==> src/rtl/ps2_pkg.sv <==
// Shared types and constants for the PS/2 scan-code-set-2 keyboard receiver.
// Covers the frame FSM states, the prefix bytes, the scan codes and the HID usages.
package ps2_pkg;

  typedef enum logic [1:0] {
    IDLE,
    DATA,
    PARITY,
    STOP
  } frame_state_t;

  localparam logic [7:0] PS2_EXT = 8'hE0;
  localparam logic [7:0] PS2_BRK = 8'hF0;

  // Set-2 scan codes of the keys the game cares about (arrows need the E0 prefix)
  localparam logic [7:0] SC_ESC   = 8'h76;
  localparam logic [7:0] SC_ENTER = 8'h5A;
  localparam logic [7:0] SC_SPACE = 8'h29;
  localparam logic [7:0] SC_W     = 8'h1D;
  localparam logic [7:0] SC_A     = 8'h1C;
  localparam logic [7:0] SC_S     = 8'h1B;
  localparam logic [7:0] SC_D     = 8'h23;
  localparam logic [7:0] SC_UP    = 8'h75;
  localparam logic [7:0] SC_DOWN  = 8'h72;
  localparam logic [7:0] SC_LEFT  = 8'h6B;
  localparam logic [7:0] SC_RIGHT = 8'h74;

  localparam logic [7:0] HID_NONE  = 8'h00;
  localparam logic [7:0] HID_ESC   = 8'd41;
  localparam logic [7:0] HID_ENTER = 8'd40;
  localparam logic [7:0] HID_SPACE = 8'h2C;
  localparam logic [7:0] HID_W     = 8'h1A;
  localparam logic [7:0] HID_A     = 8'h04;
  localparam logic [7:0] HID_S     = 8'h16;
  localparam logic [7:0] HID_D     = 8'h07;
  localparam logic [7:0] HID_UP    = 8'h52;
  localparam logic [7:0] HID_DOWN  = 8'h51;
  localparam logic [7:0] HID_LEFT  = 8'h50;
  localparam logic [7:0] HID_RIGHT = 8'h4F;

  // PS/2 uses odd parity: data plus parity bit must contain an odd number of ones
  function automatic logic odd_parity_ok(input logic [7:0] data, input logic par);
    return ^{data, par};
  endfunction

endpackage

==> src/rtl/ps2_to_hid.sv <==
// Combinational translation of {extended-prefix flag, set-2 scan code} to a HID usage.
// Any code that is not in the table maps to 0.
module ps2_to_hid
  import ps2_pkg::*;
(
  input  logic       ext,
  input  logic [7:0] code,
  output logic [7:0] hid
);

  always_comb begin
    hid = HID_NONE;
    case ({ext, code})
      {1'b0, SC_ESC}:   hid = HID_ESC;
      {1'b0, SC_ENTER}: hid = HID_ENTER;
      {1'b0, SC_SPACE}: hid = HID_SPACE;
      {1'b0, SC_W}:     hid = HID_W;
      {1'b0, SC_A}:     hid = HID_A;
      {1'b0, SC_S}:     hid = HID_S;
      {1'b0, SC_D}:     hid = HID_D;
      {1'b1, SC_UP}:    hid = HID_UP;
      {1'b1, SC_DOWN}:  hid = HID_DOWN;
      {1'b1, SC_LEFT}:  hid = HID_LEFT;
      {1'b1, SC_RIGHT}: hid = HID_RIGHT;
      default:          hid = HID_NONE;
    endcase
  end

endmodule

==> src/rtl/ps2_keycode_rx.sv <==
// PS/2 keyboard receiver: synchronises the bus, deframes bytes and turns make/break
// sequences into the HID keycode of the most recently pressed mapped key.
module ps2_keycode_rx
  import ps2_pkg::*;
#(
  parameter int TIMEOUT_CYCLES = 50000
) (
  input  logic       Clk,
  input  logic       Reset,
  input  logic       ps2_clk,
  input  logic       ps2_data,
  output logic [7:0] keycode,
  output logic       frame_err
);

  localparam int TW = $clog2(TIMEOUT_CYCLES + 1);

  logic         clk_s1, clk_s2, clk_prev;
  logic         data_s1, data_s2, data_d;
  logic         fall;
  frame_state_t state;
  logic [2:0]   bit_cnt;
  logic [7:0]   shift;
  logic         par;
  logic [TW-1:0] to_cnt;
  logic         byte_valid;
  logic [7:0]   rx_byte;
  logic         ext, brk;
  logic [7:0]   hid;

  // Flops preset to 1 so reset never fabricates a falling edge on an idle bus
  always_ff @(posedge Clk) begin
    if (Reset) begin
      clk_s1   <= 1'b1;
      clk_s2   <= 1'b1;
      clk_prev <= 1'b1;
      data_s1  <= 1'b1;
      data_s2  <= 1'b1;
      data_d   <= 1'b1;
      fall     <= 1'b0;
    end else begin
      clk_s1   <= ps2_clk;
      clk_s2   <= clk_s1;
      clk_prev <= clk_s2;
      data_s1  <= ps2_data;
      data_s2  <= data_s1;
      data_d   <= data_s2;
      fall     <= clk_prev & ~clk_s2;
    end
  end

  always_ff @(posedge Clk) begin
    if (Reset) begin
      state      <= IDLE;
      bit_cnt    <= '0;
      shift      <= '0;
      par        <= 1'b0;
      to_cnt     <= '0;
      byte_valid <= 1'b0;
      rx_byte    <= '0;
      frame_err  <= 1'b0;
    end else begin
      byte_valid <= 1'b0;
      frame_err  <= 1'b0;
      // An edge always wins over a timeout expiring in the same cycle
      if (fall) begin
        to_cnt <= '0;
        case (state)
          IDLE: begin
            if (!data_d) begin
              state   <= DATA;
              bit_cnt <= '0;
            end else begin
              frame_err <= 1'b1;
            end
          end
          DATA: begin
            shift   <= {data_d, shift[7:1]};
            bit_cnt <= bit_cnt + 3'd1;
            if (bit_cnt == 3'd7) state <= PARITY;
          end
          PARITY: begin
            par   <= data_d;
            state <= STOP;
          end
          STOP: begin
            if (data_d && odd_parity_ok(shift, par)) begin
              byte_valid <= 1'b1;
              rx_byte    <= shift;
            end else begin
              frame_err <= 1'b1;
            end
            state <= IDLE;
          end
          default: state <= IDLE;
        endcase
      end else if (state != IDLE) begin
        if (to_cnt == TW'(TIMEOUT_CYCLES - 1)) begin
          state     <= IDLE;
          frame_err <= 1'b1;
          to_cnt    <= '0;
          bit_cnt   <= '0;
          shift     <= '0;
        end else begin
          to_cnt <= to_cnt + 1'b1;
        end
      end else begin
        to_cnt <= '0;
      end
    end
  end

  ps2_to_hid u_to_hid (
    .ext  (ext),
    .code (rx_byte),
    .hid  (hid)
  );

  // Prefix flags accumulate until a non-prefix byte consumes them
  always_ff @(posedge Clk) begin
    if (Reset) begin
      ext     <= 1'b0;
      brk     <= 1'b0;
      keycode <= '0;
    end else if (byte_valid) begin
      if (rx_byte == PS2_EXT) begin
        ext <= 1'b1;
      end else if (rx_byte == PS2_BRK) begin
        brk <= 1'b1;
      end else begin
        ext <= 1'b0;
        brk <= 1'b0;
        if (hid != HID_NONE) begin
          if (!brk)                keycode <= hid;
          else if (hid == keycode) keycode <= '0;
        end
      end
    end
  end

endmodule

==> config.mk <==
export PLATFORM = sky130hd
export DESIGN_NAME = ps2_keycode_rx
export DESIGN_NICKNAME = d
export VERILOG_FILES = /design/src/rtl/ps2_pkg.sv /design/src/rtl/ps2_to_hid.sv /design/src/rtl/ps2_keycode_rx.sv
export SDC_FILE = /design/constraint.sdc
export NUM_CORES = 1
export LEC_CHECK = 0
export CORE_UTILIZATION = 27
export CTS_CLUSTER_DIAMETER = 40
export DETAILED_ROUTE_END_ITERATION = 12
export PLACE_DENSITY = 0.4
export SYNTH_ARGS = -nofsm -noshare
export SYNTH_HDL_FRONTEND = slang
export SYNTH_SLANG_ARGS = --single-unit
export TNS_END_PERCENT = 30
==> constraint.sdc <==
create_clock -name Clk -period 4 [get_ports Clk]
set_input_delay 0.8 -clock Clk [delete_from_list [all_inputs] [get_ports Clk]]
set_output_delay 0.8 -clock Clk [all_outputs]
set_load 0.02 [all_outputs]
==> metrics.yaml <==
wl_per_cell_um: 12.3
pwr_density_cell_mw_per_mm2: 289
crit_fanout: 10
ys_top_cells_by_count: "dfxtp_1 (56), nor2_1 (42), nand2_1 (18)"
syn_area_mm2: 0.00285
worstSkewPairLatency_ns: 0.31
cp_cell_sequence: "and2b_2, nand4_1, o21ai_1, nor2_1, o41a_1, o41ai_4, o22ai_2"
reg2regPathDepth: 7
synth_seq_cells: 56
holdCritPathClass: "flip-flop to flip-flop"
crit_required_ns: 4.20
fmax_ghz: 0.404
cts_hold_buf: 0
wl_mm: 5.69
slowest_delay_ns: 0.58
dp_hpwl_mm: 4.02
cp_slowest_cell: "dfxtp_1"
ys.flop_type: "dfxtp_1"
dieArea_mm2: 0.0110
post_cts_buffers: 0
start_util: 0.277
hold-path-endpoint: "clk_s2$_SDFF_PP1_"
clkTransAtPathRegs_ns: 0.11
synthMostInstantiatedCell: "dfxtp_1"
synth.largest_area_cell: "dfxtp_1"
rows: 37
cts_max_level: 2
cts_inserted_buffers: 5
synth.avg_cell_area_um2: 8.92
status: "complete, no violations"
min-delay-start: "clk_s1$_SDFF_PP1_"
hold_violations: 0
cts_tree: "done"
yosys_warnings: 0
grt_usage: 0.111
synthDistinctLibCells: 62
report.final.setup_viol: 0
total_power_w: 0.000905
diodes: 0
dieHeight_um: 105
synthArstFlopShare: 0
layout.nets: 335
critPathArrivalTime_ns: 2.68
layout-drive-gt1-share: 0.120
max_slew.worst_pin.slew_ns: 0.575
io_pins: 13
ys_top_cells_by_area: "dfxtp_1 (39%), nor2_1 (5.5%), xnor2_1 (4.3%), mux2i_1 (4.2%), ha_1 (3.1%)"
die_w_um: 105
via_per_inst: 4.47
finClkSkew_ns: 0.0117
drtAntennaViolNets: 0
cts_max_path_buffers: 2
overflow: 0
r2r-start: "ext$_SDFFE_PP0P_"
worstSetupPathType: "flip-flop to flip-flop"
start_kind: "flip-flop"
vias: 2059
synth_top_cell_area_share: 0.394
routabilityCongestion: 0.826
r2r_slack_ns: 1.52
cap_viol_max_count: 0
drv_slew: 0
cts_resized: 0
peakVddDrop_mv: 0.139
antenna_found_initial: 0
synth_edf_count: 0
dr.pass1.iters: 4
cts.sinks: 56
whs_ns: 0.419
end_kind: "flip-flop"
finalCritPeriodShare: 0.619
p_leak_nw: 1.15
cts_root_buf: "clkbuf_8"
grt_max_degree: 34
area_growth_pct: 10.1
r2r-end: "keycode[0]$_SDFFE_PP0P_"
grt_pass1_vias: 2025
core_mm2: 0.0103
place_area_mm2: 0.00304
dr.first_iter.drc_count: 54
synth_nets: 330
yosysSeqAreaShare: 0.394
drc: 0
rsz0062_at_grt: "no"
fin_crit_ns: 2.48
setup_tns_ns: 0
holdPathStages: 1
io_buffer_count: 11
slew-limit-headroom: 0.616
synthesis.instances: 319
grt_pass1_wl_mm: 9.88
final_area_mm2: 0.00313
## worst max-delay path: cells and delay by family, from the launching register on
kind	cells	cell delay [ns]
AOI/OAI and AO/OA	4	1.31
DFF	1	0.58
and+or+nand+nor	3	0.47
## area by class of cell
class | instances | area, µm²
fill | 1108 | 7140
sequential | 56 | 1120
multi-input combinational | 234 | 1580
clock inverter | 3 | 22.5
timing repair buffer | 12 | 118
tap | 136 | 170
clock buffer | 5 | 68.8
inverter | 15 | 56.3
## layer usage
metal / track usage / part of all wire
met3: 0.0212 / 0.021
met4: 0.0382 / 0.013
met2: 0.180 / 0.45
met1: 0.148 / 0.52
met5: 0 / 0
## cell usage in the layout, fill, tap and decap left out, types with 2 or more instances in the layout
cell type	Yosys	layout
a31oi_1	2	2
nand3_1	14	14
and2_2	2	2
xor2_1	8	8
and2_1	4	4
and2b_2	2	2
dfxtp_1	56	56
a21oi_1	11	11
nand4_1	6	6
nor2b_1	6	6
o21ai_1	6	6
a21o_1	2	2
nor2_1	42	42
clkbuf_8	3	5
nor3_1	5	5
inv_1	14	14
or2_2	7	7
mux2_2	2	2
ha_1	7	7
a22oi_1	8	8
or3_1	4	4
o211ai_1	2	2
mux2i_1	12	12
nor4b_1	3	3
nand2_1	18	18
and3_1	7	7
o21ai_0	9	9
clkdlybuf4s50_1	0	11
and4_1	2	2
xnor2_1	14	14
o22ai_2	2	2
## through the flow
stage / instances / worst slack [ns] / util
floorplan: 319 / 1.89 / -
global placement: 453 / 1.53 / 0.296
detailed placement: 453 / 1.54 / 0.296
CTS: 461 / 1.55 / 0.305
global route: 461 / 1.36 / 0.305
finish: 461 / 1.52 / 0.305
## logic make-up (layout without fill, tap and decap cells)
group                    count (synthesis)  in the layout  synth area share
AO/OA/AOI/OAI                           52             52             0.129
XOR/XNOR                                23             23            0.0756
adder cells (fa/ha/maj)                  7              7            0.0308
buffers and inverters                   29             35            0.0523
flip-flops                              56             56             0.394
multiplexers                            14             14            0.0501
other                                    1              1           0.00132
AND/OR/NAND/NOR                        137            137             0.267
## sequential cells by signal, indices dropped and copies added (netlist names), 2 cells and up
register,flops
keycode,7
rx_byte,8
to_cnt,16
state,2
bit_cnt,3
shift,8
## report_power, final
group          leakage (nW)  total [W]  switching (W)  internal (W)
clock                0.0485   0.000327       0.000201      0.000126
sequential            0.452   0.000562     0.00000181      0.000560
combinational         0.654  0.0000162     0.00000944    0.00000675
## worst max-delay path by stage
| stage | startpoint | depth (start not counted) | endpoint |
|---|---|---|---|
| 2_1_floorplan | rx_byte[6]$_SDFFE_PP0P_ | 8 | keycode[0]$_SDFFE_PP0P_ |
| 3_3_place_gp | Reset | 5 | to_cnt[13]$_SDFF_PP0_ |
| 3_5_place_dp | Reset | 5 | to_cnt[10]$_SDFF_PP0_ |
| 4_1_cts | ext$_SDFFE_PP0P_ | 7 | keycode[0]$_SDFFE_PP0P_ |
| 5_1_grt | ext$_SDFFE_PP0P_ | 7 | keycode[0]$_SDFFE_PP0P_ |
| 6_report | ext$_SDFFE_PP0P_ | 7 | keycode[0]$_SDFFE_PP0P_ |
No activity file was read; power rests on OpenSTA's default activity.
